File: src/rtl/program_loader_pkg.sv
// program_loader_pkg: shared state encoding and constants for the program loader.
package program_loader_pkg;
  localparam int BYTES_PER_WORD = 4;
  localparam logic [31:0] DEFAULT_BASE_ADDRESS = 32'h0040_0000;
  typedef enum logic [3:0] {IDLE, CNT_HI, CNT_LO, DATA, WRITE, FINISH, CHECK, DONE, ERROR} state_t;
endpackage

File: src/rtl/program_loader_if.sv
// program_loader_if: byte stream in, program-memory write port and status out.
interface program_loader_if #(parameter int DW = 32);
  logic Start, ByteValid, ByteReady, MemWrite, CpuHold, Done, Error;
  logic [7:0] ByteIn;
  logic [DW-1:0] MemAddress, MemData;
  modport master(output Start, ByteIn, ByteValid,
                 input ByteReady, MemWrite, MemAddress, MemData, CpuHold, Done, Error);
  modport slave(input Start, ByteIn, ByteValid,
                output ByteReady, MemWrite, MemAddress, MemData, CpuHold, Done, Error);
endinterface

File: src/rtl/program_loader_word_assembler.sv
// word_assembler: shifts stream bytes MSB-first into a word and flags the 4th byte.
module word_assembler
  import program_loader_pkg::*;
(
  input  logic        clk,
  input  logic        reset,
  input  logic        clr,
  input  logic        load,
  input  logic [7:0]  byte_in,
  output logic [31:0] word_nxt,
  output logic        word_full
);
  logic [31:0] word;
  logic [1:0]  cnt;
  assign word_nxt  = {word[23:0], byte_in};
  assign word_full = load && cnt == 2'(BYTES_PER_WORD - 1);
  always_ff @(posedge clk or negedge reset)
    if (!reset) begin
      word <= '0;
      cnt  <= '0;
    end else if (clr) begin
      word <= '0;
      cnt  <= '0;
    end else if (load) begin
      word <= word_nxt;
      cnt  <= cnt + 2'd1;
    end
endmodule

File: src/rtl/program_loader.sv
// program_loader: loads a counted byte stream into program memory, holding the CPU until done.
// Optional trailing XOR checksum byte when PROGRAM_LOADER_CHECKSUM_EN is defined.
module program_loader
  import program_loader_pkg::*;
#(
  parameter int          MEMORY_DEPTH = 32,
  parameter int          DATA_WIDTH   = 32,
  parameter logic [31:0] BASE_ADDRESS = DEFAULT_BASE_ADDRESS
) (
  input logic               clk,
  input logic               reset,
  program_loader_if.slave   bus
);
  localparam int IW = $clog2(MEMORY_DEPTH);
  state_t                state;
  logic [15:0]           count;
  logic [IW-1:0]         idx;
  logic [DATA_WIDTH-1:0] word_nxt;
  logic                  word_full;
  logic                  acc, start_ok, last;
  logic [15:0]           n_new;
  assign acc      = bus.ByteValid && bus.ByteReady;
  assign start_ok = bus.Start && (state == IDLE || state == DONE || state == ERROR);
  assign n_new    = {count[15:8], bus.ByteIn};
  assign last     = 16'(idx) + 16'd1 == count;
  word_assembler u_asm (
    .clk       (clk),
    .reset     (reset),
    .clr       (start_ok),
    .load      (acc && state == DATA),
    .byte_in   (bus.ByteIn),
    .word_nxt  (word_nxt),
    .word_full (word_full)
  );
`ifdef PROGRAM_LOADER_CHECKSUM_EN
  logic [7:0] csum;
  always_ff @(posedge clk or negedge reset)
    if (!reset) csum <= '0;
    else if (start_ok) csum <= '0;
    else if (acc && state != CHECK) csum <= csum ^ bus.ByteIn;
`endif
  always_ff @(posedge clk or negedge reset)
    if (!reset) begin
      state          <= IDLE;
      count          <= '0;
      idx            <= '0;
      bus.ByteReady  <= 1'b0;
      bus.MemWrite   <= 1'b0;
      bus.MemAddress <= BASE_ADDRESS;
      bus.MemData    <= '0;
      bus.CpuHold    <= 1'b1;
      bus.Done       <= 1'b0;
      bus.Error      <= 1'b0;
    end else if (start_ok) begin
      state         <= CNT_HI;
      count         <= '0;
      idx           <= '0;
      bus.ByteReady <= 1'b1;
      bus.MemWrite  <= 1'b0;
      bus.CpuHold   <= 1'b1;
      bus.Done      <= 1'b0;
      bus.Error     <= 1'b0;
    end else begin
      bus.MemWrite <= 1'b0;
      case (state)
        CNT_HI: if (acc) begin
          count[15:8] <= bus.ByteIn;
          state       <= CNT_LO;
        end
        CNT_LO: if (acc) begin
          count[7:0]    <= bus.ByteIn;
          state         <= n_new > 16'(MEMORY_DEPTH) ? ERROR : n_new == 16'd0 ? FINISH : DATA;
          bus.ByteReady <= n_new != 16'd0 && n_new <= 16'(MEMORY_DEPTH);
          bus.Error     <= n_new > 16'(MEMORY_DEPTH);
        end
        DATA: if (word_full) begin
          state          <= WRITE;
          bus.ByteReady  <= 1'b0;
          bus.MemWrite   <= 1'b1;
          bus.MemData    <= word_nxt;
          bus.MemAddress <= BASE_ADDRESS + 32'({idx, 2'b00});
        end
        // index stays at the last written word so it never exceeds MEMORY_DEPTH-1
        WRITE: begin
          state         <= last ? FINISH : DATA;
          bus.ByteReady <= !last;
          idx           <= last ? idx : idx + IW'(1);
        end
`ifdef PROGRAM_LOADER_CHECKSUM_EN
        FINISH: begin
          state         <= CHECK;
          bus.ByteReady <= 1'b1;
        end
        CHECK: if (acc) begin
          state         <= bus.ByteIn == csum ? DONE : ERROR;
          bus.ByteReady <= 1'b0;
          bus.Done      <= bus.ByteIn == csum;
          bus.Error     <= bus.ByteIn != csum;
          bus.CpuHold   <= bus.ByteIn != csum;
        end
`else
        FINISH: begin
          state       <= DONE;
          bus.Done    <= 1'b1;
          bus.CpuHold <= 1'b0;
        end
`endif
        default: ;
      endcase
    end
endmodule

File: src/flat_wrapper.sv
// flat-port wrapper written by rule: the top's interface ports become plain ports
module program_loader_flat import program_loader_pkg::*;
#(
  parameter int          MEMORY_DEPTH = 32,
  parameter int          DATA_WIDTH   = 32,
  parameter logic [31:0] BASE_ADDRESS = DEFAULT_BASE_ADDRESS
)
  (clk, reset, bus_Start, bus_ByteIn, bus_ByteValid, bus_ByteReady, bus_MemWrite, bus_MemAddress, bus_MemData, bus_CpuHold, bus_Done, bus_Error);
  program_loader_if bus_i ();
  input logic clk;
  input logic reset;
  input wire logic [$bits(bus_i.Start)-1:0] bus_Start;
  input wire logic [$bits(bus_i.ByteIn)-1:0] bus_ByteIn;
  input wire logic [$bits(bus_i.ByteValid)-1:0] bus_ByteValid;
  output wire logic [$bits(bus_i.ByteReady)-1:0] bus_ByteReady;
  output wire logic [$bits(bus_i.MemWrite)-1:0] bus_MemWrite;
  output wire logic [$bits(bus_i.MemAddress)-1:0] bus_MemAddress;
  output wire logic [$bits(bus_i.MemData)-1:0] bus_MemData;
  output wire logic [$bits(bus_i.CpuHold)-1:0] bus_CpuHold;
  output wire logic [$bits(bus_i.Done)-1:0] bus_Done;
  output wire logic [$bits(bus_i.Error)-1:0] bus_Error;
  assign bus_i.Start = bus_Start;
  assign bus_i.ByteIn = bus_ByteIn;
  assign bus_i.ByteValid = bus_ByteValid;
  assign bus_ByteReady = bus_i.ByteReady;
  assign bus_MemWrite = bus_i.MemWrite;
  assign bus_MemAddress = bus_i.MemAddress;
  assign bus_MemData = bus_i.MemData;
  assign bus_CpuHold = bus_i.CpuHold;
  assign bus_Done = bus_i.Done;
  assign bus_Error = bus_i.Error;
  program_loader #(.MEMORY_DEPTH(MEMORY_DEPTH), .DATA_WIDTH(DATA_WIDTH), .BASE_ADDRESS(BASE_ADDRESS)) u_core (.clk(clk), .reset(reset), .bus(bus_i));
endmodule
File: config.mk
export PLATFORM = sky130hd
export DESIGN_NAME = program_loader_flat
export DESIGN_NICKNAME = d
export VERILOG_FILES = /design/src/rtl/program_loader_pkg.sv /design/src/rtl/program_loader_if.sv /design/src/rtl/program_loader_word_assembler.sv /design/src/rtl/program_loader.sv /design/src/flat_wrapper.sv
export SDC_FILE = /design/constraint.sdc
export NUM_CORES = 1
export LEC_CHECK = 0
export CORE_MARGIN = 1.5
export CORE_UTILIZATION = 47
export DETAILED_ROUTE_END_ITERATION = 10
export GPL_TIMING_DRIVEN = 1
export PLACE_DENSITY = 0.76
export SYNTH_ARGS = -nofsm -noshare
export SYNTH_HDL_FRONTEND = slang
export SYNTH_SLANG_ARGS = --single-unit
File: constraint.sdc
create_clock -name clk -period 2.19 [get_ports clk]
set_input_delay 0.438 -clock clk [delete_from_list [all_inputs] [get_ports clk]]
set_output_delay 0.438 -clock clk [all_outputs]
set_load 0.02 [all_outputs]
Yosys cells after proc, flatten, opt, wreduce, memory -nomap -nowiden

Index checks and enable logic that the tools add are counted.
W data, S select, Z words.

Flip-flop bits (word level): 120
Input bits: 12
Output and inout port bits: 69
Logic and storage cells: 91

Add/sub/neg operators: 4
Order comparisons: 2
Equality and inequality tests: 13
Mux-type cells: 33
Bitwise operators: 1
Reductions and logical operators: 25

Operators with widths:

| cell                    | number |
|---|---|
| $mux W24                | 2 |
| $add A23 B7 Y24 const A | 1 |
| $mux W8                 | 3 |
| $mux W4                 | 5 |
| $pmux W4 S5             | 1 |
| $eq A16 B16 Y1          | 1 |
| $gt A16 B6 Y1 const B   | 1 |
| $le A16 B6 Y1 const B   | 1 |
| $logic_not A16 Y1       | 1 |
| $mux W16                | 1 |
| $reduce_bool A16 Y1     | 1 |
| $mux W5                 | 3 |
| $mux W1                 | 13 |
| $eq A4 B3 Y1 const B    | 3 |
| $reduce_bool A2 Y1      | 6 |
| $eq A4 B2 Y1 const B    | 2 |
| $add A5 B1 Y6 const B   | 1 |
| $mux W3                 | 2 |
| $ne A3 B1 Y1 const B    | 2 |
| $reduce_and A2 Y1       | 3 |
| $reduce_and A3 Y1       | 2 |
| $reduce_bool A6 Y1      | 1 |
| $add A5 B1 Y5 const B   | 1 |
| $logic_and A1 B1 Y1     | 5 |
| other kinds (14)        | 16 |

Depth between registers and ports, before layout

Gate-level depths: netlist (run 1).

Word-level depth: 6
Depth in mapped cells: 9
Depth with buffers taken out: 7

By module

From an unflattened synthesis (run 1), not the netlist that was laid out.

Cells, all modules: 453
Area, all modules: 4,413.0 sq um

By module, submodules not included:

| module         | instances | cells an instance | area an instance (sq um) | sequential area each (sq um) |
|---|---|---|---|---|
| program_loader | 1         | 359               | 3,259.4                  | 1,677.9 |
| word_assembler | 1         | 94                | 1,153.6                  | 650.6 |

Worst setup path before layout (run 1)

OpenSTA, ideal clock, no wires.

Kind: reg2reg
Start: register u_core.idx[0]
End: register u_core.idx[2]
Arrival time: 2.076 ns
Required time: 2.066 ns
Slack: -0.010 ns
Stages on the path, launching flop included: 8
Path buffers: 0
Clock period less this slack: 2.200 ns
Cells stage by stage: dfrtp_1 -> ha_1 -> nor4bb_1 -> o21ai_1 -> or4b_4 -> o31ai_4 -> nor3b_1 -> a211o_1

Longest elaborated chain between the ends: 4
Elaborated cells between the ends (all ways): 8
Classes of those cells: add/sub: 2; eq/ne: 2; mux: 3; reduce/logical: 1

Ends and longest elaborated chain:

| item                                                   | RTL line                                   | RTL |
|---|---|---|
| start, declared                                        | program_loader.sv:17                       | `logic [IW-1:0] idx;` |
| start signal, assigned                                 | program_loader.sv:87                       | `idx <= last ? idx : idx + IW'(1);` |
| $add A5 B1 Y6 or $add A5 B1 Y5 (tied branches)         | program_loader.sv:25, program_loader.sv:87 |  |
| $eq A16 B16 Y1 or $mux W5 (tied branches)              | program_loader.sv:25, program_loader.sv:87 |  |
| $ne A2 B1 Y1 (no line) or $mux W5 (tied branches)      | n/a                                        |  |
| $reduce_and A2 Y1 (no line) or $mux W5 (tied branches) | n/a                                        |  |

Parallel ways exist; a longest one is shown, timed or not. The select of a mux whose other input is x is not followed.
A chain may end at the register's enable or synchronous reset.

Final worst setup path (run 1)

Start: register u_core.idx[0]
End: register u_core.idx[3]

Same word-level chain as after synthesis.

==> reports/results.tsv, run 1 <==
metric	value	unit
outcome	finished clean	
Power per Cell Area	996	nW/um^2
Setup Viol. Count Final	0	
Max FO, Critical Path	5	
CTS tree	yes	
Worst Path Required	2.44	ns
Slew Limit Fails	0	
clock buffer depth	2	
Arrival @ worst endpoint	2.43	ns
total inserted antenna cells	0	
mean area per synthesized cell	10.5	um^2
port buffer count	53	
initial DRC count	152	
Worst VDD drop	0.470	mV
die area	9950	um^2
largest net degree at the start of global routing	45	
Syn-to-layout area delta	22.3	%
FMAX	459	MHz
H-tree lvl count	3	
Post-CTS Hold Buffers	0	
Routed Antenna Nets	0	
Setup crit start kind	register	
wire per inst	15.2	um
relative slew slack	57.7	%
number of global-route vias before repair	3182	
Worst Hold Class	in -> async	
Routed WL	9.19	mm
Leakage	2.60	nW
Initial Utilization	48.1	%
number of synthesized flops with an enable pin	0	
CTS sink count	93	
Post-DP HPWL	6.40	mm
distinct cell type count after synthesis	53	
global route overflow	0	
most frequent cells in the layout	dfrtp_1 (90), nand2_1 (68), clkdlybuf4s50_1 (52)	
max-cap viol count	0	
YS warnings	0	
I/O pins	81	
mapped cell area	4400	um^2
layout cells sized above 1	21.1	%
Inserted Clock Buffers	9	
All-Layer GR Usage	19.6	%
unrepaired setup endpoints after global routing	yes	
Finished Layout Cells	604	
die width	99.7	um
clk root buf	clkbuf_8	
Critical Path Start	u_core.idx[0]$_DFFE_PN0P_	
core area	9150	um^2
DR vias	3234	
Final Cycle Share	99.5	%
Synth Instances	419	
Seq/Total Area, Yosys	52.9	%
hold slack final	0.0668	ns
Cell Rows	35	
Slew @ Worst Pin	0.630	ns
Fin. Hold Viols	0	
gpl congestion	0.921	
worst skew pair latency	0.36	ns
Clock transition at path regs	0.10	ns
Post-Place Cells	585	
CP endpoint kind	register	
ys async rst share	100	%
drt pass-1 iters	4	
first-pass GRT wire length	15.3	mm
Yosys reg bits	93	
commonest non-fill, non-tap cell in the layout	dfrtp_1	
initial antenna violation count	0	
Max Clock Skew	0.00977	ns
minimum clock period after layout	2.18	ns
drt via density	5.35	
worst r2r src	u_core.idx[0]$_DFFE_PN0P_	
DRC violations left	0	
die height	99.7	um
Reg2Reg Depth	8	
Synth Flop Type	dfrtp_1	
Final nets	503	
critical path type	reg -> reg	
[layout make-up]
cell class | instances | area, um^2
timing repair buffer | 85 | 801
multi-input combinational | 293 | 1890
clock inverter | 6 | 71.3
sequential | 93 | 2330
fill | 753 | 3770
tap | 111 | 139
clock buffer | 9 | 124
inverter | 7 | 26.3
[cell usage after synthesis (6+ instances only)]
library cell,instances,area (um^2)
dfrtp_1,92,2300
nand2_1,68,255
a21oi_1,36,180
mux2_2,36,405
nor2_1,34,128
buf_4,27,203
mux2i_1,16,160
clkbuf_1,13,48.8
o21ai_0,9,45.0
nor3_1,8,40.0
inv_1,7,26.3
buf_2,6,30.0
[report_power, final]
| part | switching (W) | internal [W] | leakage [nW] |
|---|---|---|---|
| sequential | 0.000353 | 0.00200 | 1.28 |
| clock | 0.000617 | 0.000531 | 0.0923 |
| combinational | 0.00102 | 0.000833 | 1.23 |
[worst max-delay path, cell delays in order (launching register included)]
cell and delay (ns):
dfrtp_1 0.43, ha_4 0.19, nor4bb_1 0.12, o21ai_1 0.12, or4b_4 0.49, o31ai_4 0.26
buf_6 0.16, nor2_1 0.05, a211o_1 0.26
[repair_timing]
| item | 4_1_cts | 5_1_grt |
|---|---|---|
| gates resized for setup | 1 | 12 |
| setup endpoints to repair | 7 | 8 |
| pin swaps | 1 | 8 |
| endpoints found under the hold margin | 0 | 0 |
| buffers inserted | 1 | 3 |
[metal layers]
metal	share of wire, %	global-route usage, %	vias up
li1	-	-	1512
met1	45	26.0	1608
met2	49	31.8	98
met3	4.3	3.65	16
met4	2.0	7.69	0
met5	0	0	-
[sequential cells by signal (all words and copies together) (netlist names)]
name,flops
u_core.bus.MemAddress,5
u_core.bus.Error,1
u_core.bus.MemData,32
u_core.count,16
u_core.bus.ByteReady,1
u_core.bus.CpuHold,1
u_core.bus.MemWrite,1
u_core.idx,5
u_core.u_asm.cnt,2
u_core.u_asm.word,24
u_core.bus.Done,1
u_core.state,4
[final timing paths]
| kind | slack [ns] | endpoint |
|---|---|---|
| setup / recovery | 0.01 | u_core.idx[3]$_DFFE_PN0P_ |
| hold / removal | 0.07 | u_core.bus.MemData[26]$_DFFE_PN0P_ |
| setup reg to reg | 0.01 | u_core.idx[3]$_DFFE_PN0P_ |
| hold reg to reg | 0.51 | u_core.bus.MemAddress[5]$_DFFE_PN0P_ |
| max in group asynchronous | 1.50 | u_core.idx[4]$_DFFE_PN0P_ |
| min in group clk | 0.51 | u_core.bus.MemAddress[5]$_DFFE_PN0P_ |
[logic make-up after synthesis]
logic type                 synth area share, %
and+or+nand+nor                           15.4
other                                    0.171
buffers and inverters                     7.42
DFF                                       52.9
AOI/OAI and AO/OA                         9.02
muxes                                     13.1
adders and majority gates                0.569
xor gates and xnor gates                  1.39
[per-stage QoR]
step                      total power (W)  util (%)  cell area (um^2)  setup TNS, ns  worst slack [ns]
after detailed placement          0.00411      55.7              5100         -0.143           -0.0519
after global routing              0.00569      58.8              5380         -0.295           -0.0592
after floorplan                   0.00364         -              4500              0           0.00114
after global placement            0.00403      55.7              5100              0            0.0195
after CTS                         0.00529      58.0              5310              0           0.00404
final                             0.00536      58.8              5380              0            0.0101
Note: power is estimated with default switching activity, not from simulation.
==> inputs of run 2 (changes only) <==
==> constraint.sdc (replaced) <==
create_clock -name clk -period 2.19 [get_ports clk]
set_input_delay 0.5475 -clock clk [delete_from_list [all_inputs] [get_ports clk]]
set_output_delay 0.5475 -clock clk [all_outputs]
set_load 0.02 [all_outputs]
==> run 2 against run 1 <==
The flow now finishes with violations (setup timing). Cell area increased by 1.7%. Final cell count increased by 1.5%. Maximum frequency decreased by 0.68%. Clock skew increased by 0.0031 ns. Setup slack got worse by 0.015 ns. Sequential share of layout area decreased by 0.76 points. Die area unchanged. Core utilization increased by 0.98 points. Global-route usage increased by 0.069 points.
==> reports/results.tsv, run 2 (same netlist as run 1, synthesis figures left out) <==
metric	value	unit	change
wire per inst	14.9	um	-1.8%
initial antenna violation count	0		unchanged
Fin. Hold Viols	0		unchanged
FMAX	456	MHz	-0.68%
worst skew pair latency	0.36	ns	about the same
drt via density	5.32		-0.68%
Fillers	734		-2.5%
setup tns final	-0.00474	ns	-0.00474 ns
Post-DP HPWL	6.54	mm	+2.2%
clock buffer depth	2		unchanged
DR vias	3260		+0.80%
Overall Power	0.00552	W	+3.1%
Setup crit start kind	register		
drt pass-1 iters	5		+1
most frequent cells in the layout	dfrtp_1 (92), nand2_1 (68), clkdlybuf4s50_1 (52)		
Final Cycle Share	100	%	+0.68 points
die area	9950	um^2	unchanged
CTS sink count	93		unchanged
CTS tree	yes		
Post-CTS Hold Buffers	0		unchanged
layout cells sized above 1	21.7	%	+0.62 points
Power per Cell Area	1010	nW/um^2	+1.4%
Reg2Reg Depth	8		unchanged
DRC violations left	0		unchanged
All-Layer GR Usage	19.6	%	+0.069 points
core area	9150	um^2	unchanged
number of flip-flops under the largest register name	32		unchanged
die height	99.7	um	unchanged
Initial Utilization	48.1	%	unchanged
port buffer count	53		unchanged
number of global-route vias before repair	3182		unchanged
Crit Reg-Reg Endpoint	u_core.idx[2]$_DFFE_PN0P_		
initial DRC count	176		+16%
Worst VDD drop	0.504	mV	+7.3%
Syn-to-layout area delta	24.3	%	
I/O pins	81		unchanged
final core occ	59.8	%	+0.98 points
Cell Rows	35		unchanged
minimum clock period after layout	2.19	ns	+0.0148 ns
failing checks	setup timing		
relative slew slack	56.3	%	-1.4 points
Regs by FF count	u_core.bus.MemData x32, u_core.u_asm.word x24, u_core.count x16		
Arrival @ worst endpoint	2.44	ns	about the same
Worst R2R Setup Slack	-0.005	ns	about the same
outcome	complete, but fails checks		
Worst Path Required	2.43	ns	about the same
Final nets	512		+1.8%
Slew Limit Fails	0		unchanged
max-cap viol count	0		unchanged
Critical Path Start	u_core.idx[1]$_DFFE_PN0P_		
Setup Viol. Count Final	1		+1
Max FO, Critical Path	8		+3
Routed Antenna Nets	0		unchanged
total inserted antenna cells	0		unchanged
multi-input logic area	1880	um^2	-0.40%
first-pass GRT wire length	15.4	mm	+0.63%
critical path type	reg -> reg		
placed cell area	5150	um^2	+0.98%
CP endpoint kind	register		
Max Clock Skew	0.0129	ns	+0.00308 ns
Clock transition at path regs	0.09	ns	about the same
clk root buf	clkbuf_8		
commonest non-fill, non-tap cell in the layout	dfrtp_1		
unrepaired setup endpoints after global routing	yes		
register area	2330	um^2	-0.11%
Worst Hold Class	in -> async		
Leakage	2.66	nW	+2.5%
Finished Cell Area	5470	um^2	+1.7%
gpl congestion	0.890		-3.3%
global route overflow	0		unchanged
Most flops, register	u_core.bus.MemData		
Setup WS post-layout	-0.00474	ns	-0.0148 ns
largest net degree at the start of global routing	36		-20%
Routed WL	9.16	mm	-0.29%
Slew @ Worst Pin	0.651	ns	+0.0213 ns
Inserted Clock Buffers	9		unchanged
H-tree lvl count	3		unchanged
hold slack final	0.126	ns	+0.0593 ns
Critical path destination	u_core.idx[2]$_DFFE_PN0P_		
worst r2r src	u_core.idx[1]$_DFFE_PN0P_		
die width	99.7	um	unchanged
==> run 2: cell count changes in the layout (fill, tap and decap cells not counted), sizes merged <==
cell / delta
buf: +9
bufinv: +1
clkinv: -1
==> run 2: power by group <==
part	total [W]	internal, W	switching (W)
clock	0.00127	0.000648	0.000621
combinational	0.00189	0.000898	0.000995
sequential	0.00236	0.00200	0.000358
==> run 2: metrics by stage <==
step                      std cells  setup slack [ns]
after global routing            613           -0.0349
after detailed placement        590            -0.174
after global placement          590            -0.112
after CTS                       607            0.0105
final                           613          -0.00474
after floorplan                 444           0.00114
==> run 2: metal layers <==
layer  track usage (%)  routed length [um]
met1              26.6                4180
met2              31.6                4510
met4              7.48                 170
met5                 0                   0
met3              3.65                 300
==> run 2: repair_timing <==
action,in CTS,in global routing
buffers inserted,2,6
resized for setup,3,5
pin swaps,4,4
endpoints found under the setup margin,4,8
==> run 2: critical path: stages (launching register included) <==
cell	delay, ns
dfrtp_1	0.42
ha_4	0.19
nor4bb_1	0.13
o21ai_1	0.13
or4b_4	0.49
o31ai_4	0.26
buf_6	0.16
nor3b_2	0.05
a211o_1	0.26
==> run 2: cell type report <==
type	instances	share of cell area, %
clock buffer	9	2.26
clock inverter	6	1.74
inverter	7	0.480
multi-input combinational	293	34.4
sequential	93	42.6
tap	111	2.54
timing repair buffer	94	16.0
==> run 2: how the worst min path moves through the flow <==
stage	start	to	slack, ns
after detailed placement	u_core.bus.MemAddress[4]$_DFFE_PN0P_	u_core.bus.MemAddress[4]$_DFFE_PN0P_	0.47
final	reset	u_core.bus.MemData[18]$_DFFE_PN0P_	0.13
after CTS	reset	u_core.bus.MemData[21]$_DFFE_PN0P_	0.13
after floorplan	reset	u_core.bus.ByteReady$_DFFE_PN0P_	0.25
after global placement	u_core.bus.MemAddress[4]$_DFFE_PN0P_	u_core.bus.MemAddress[4]$_DFFE_PN0P_	0.47
after global routing	reset	u_core.bus.MemData[18]$_DFFE_PN0P_	0.14
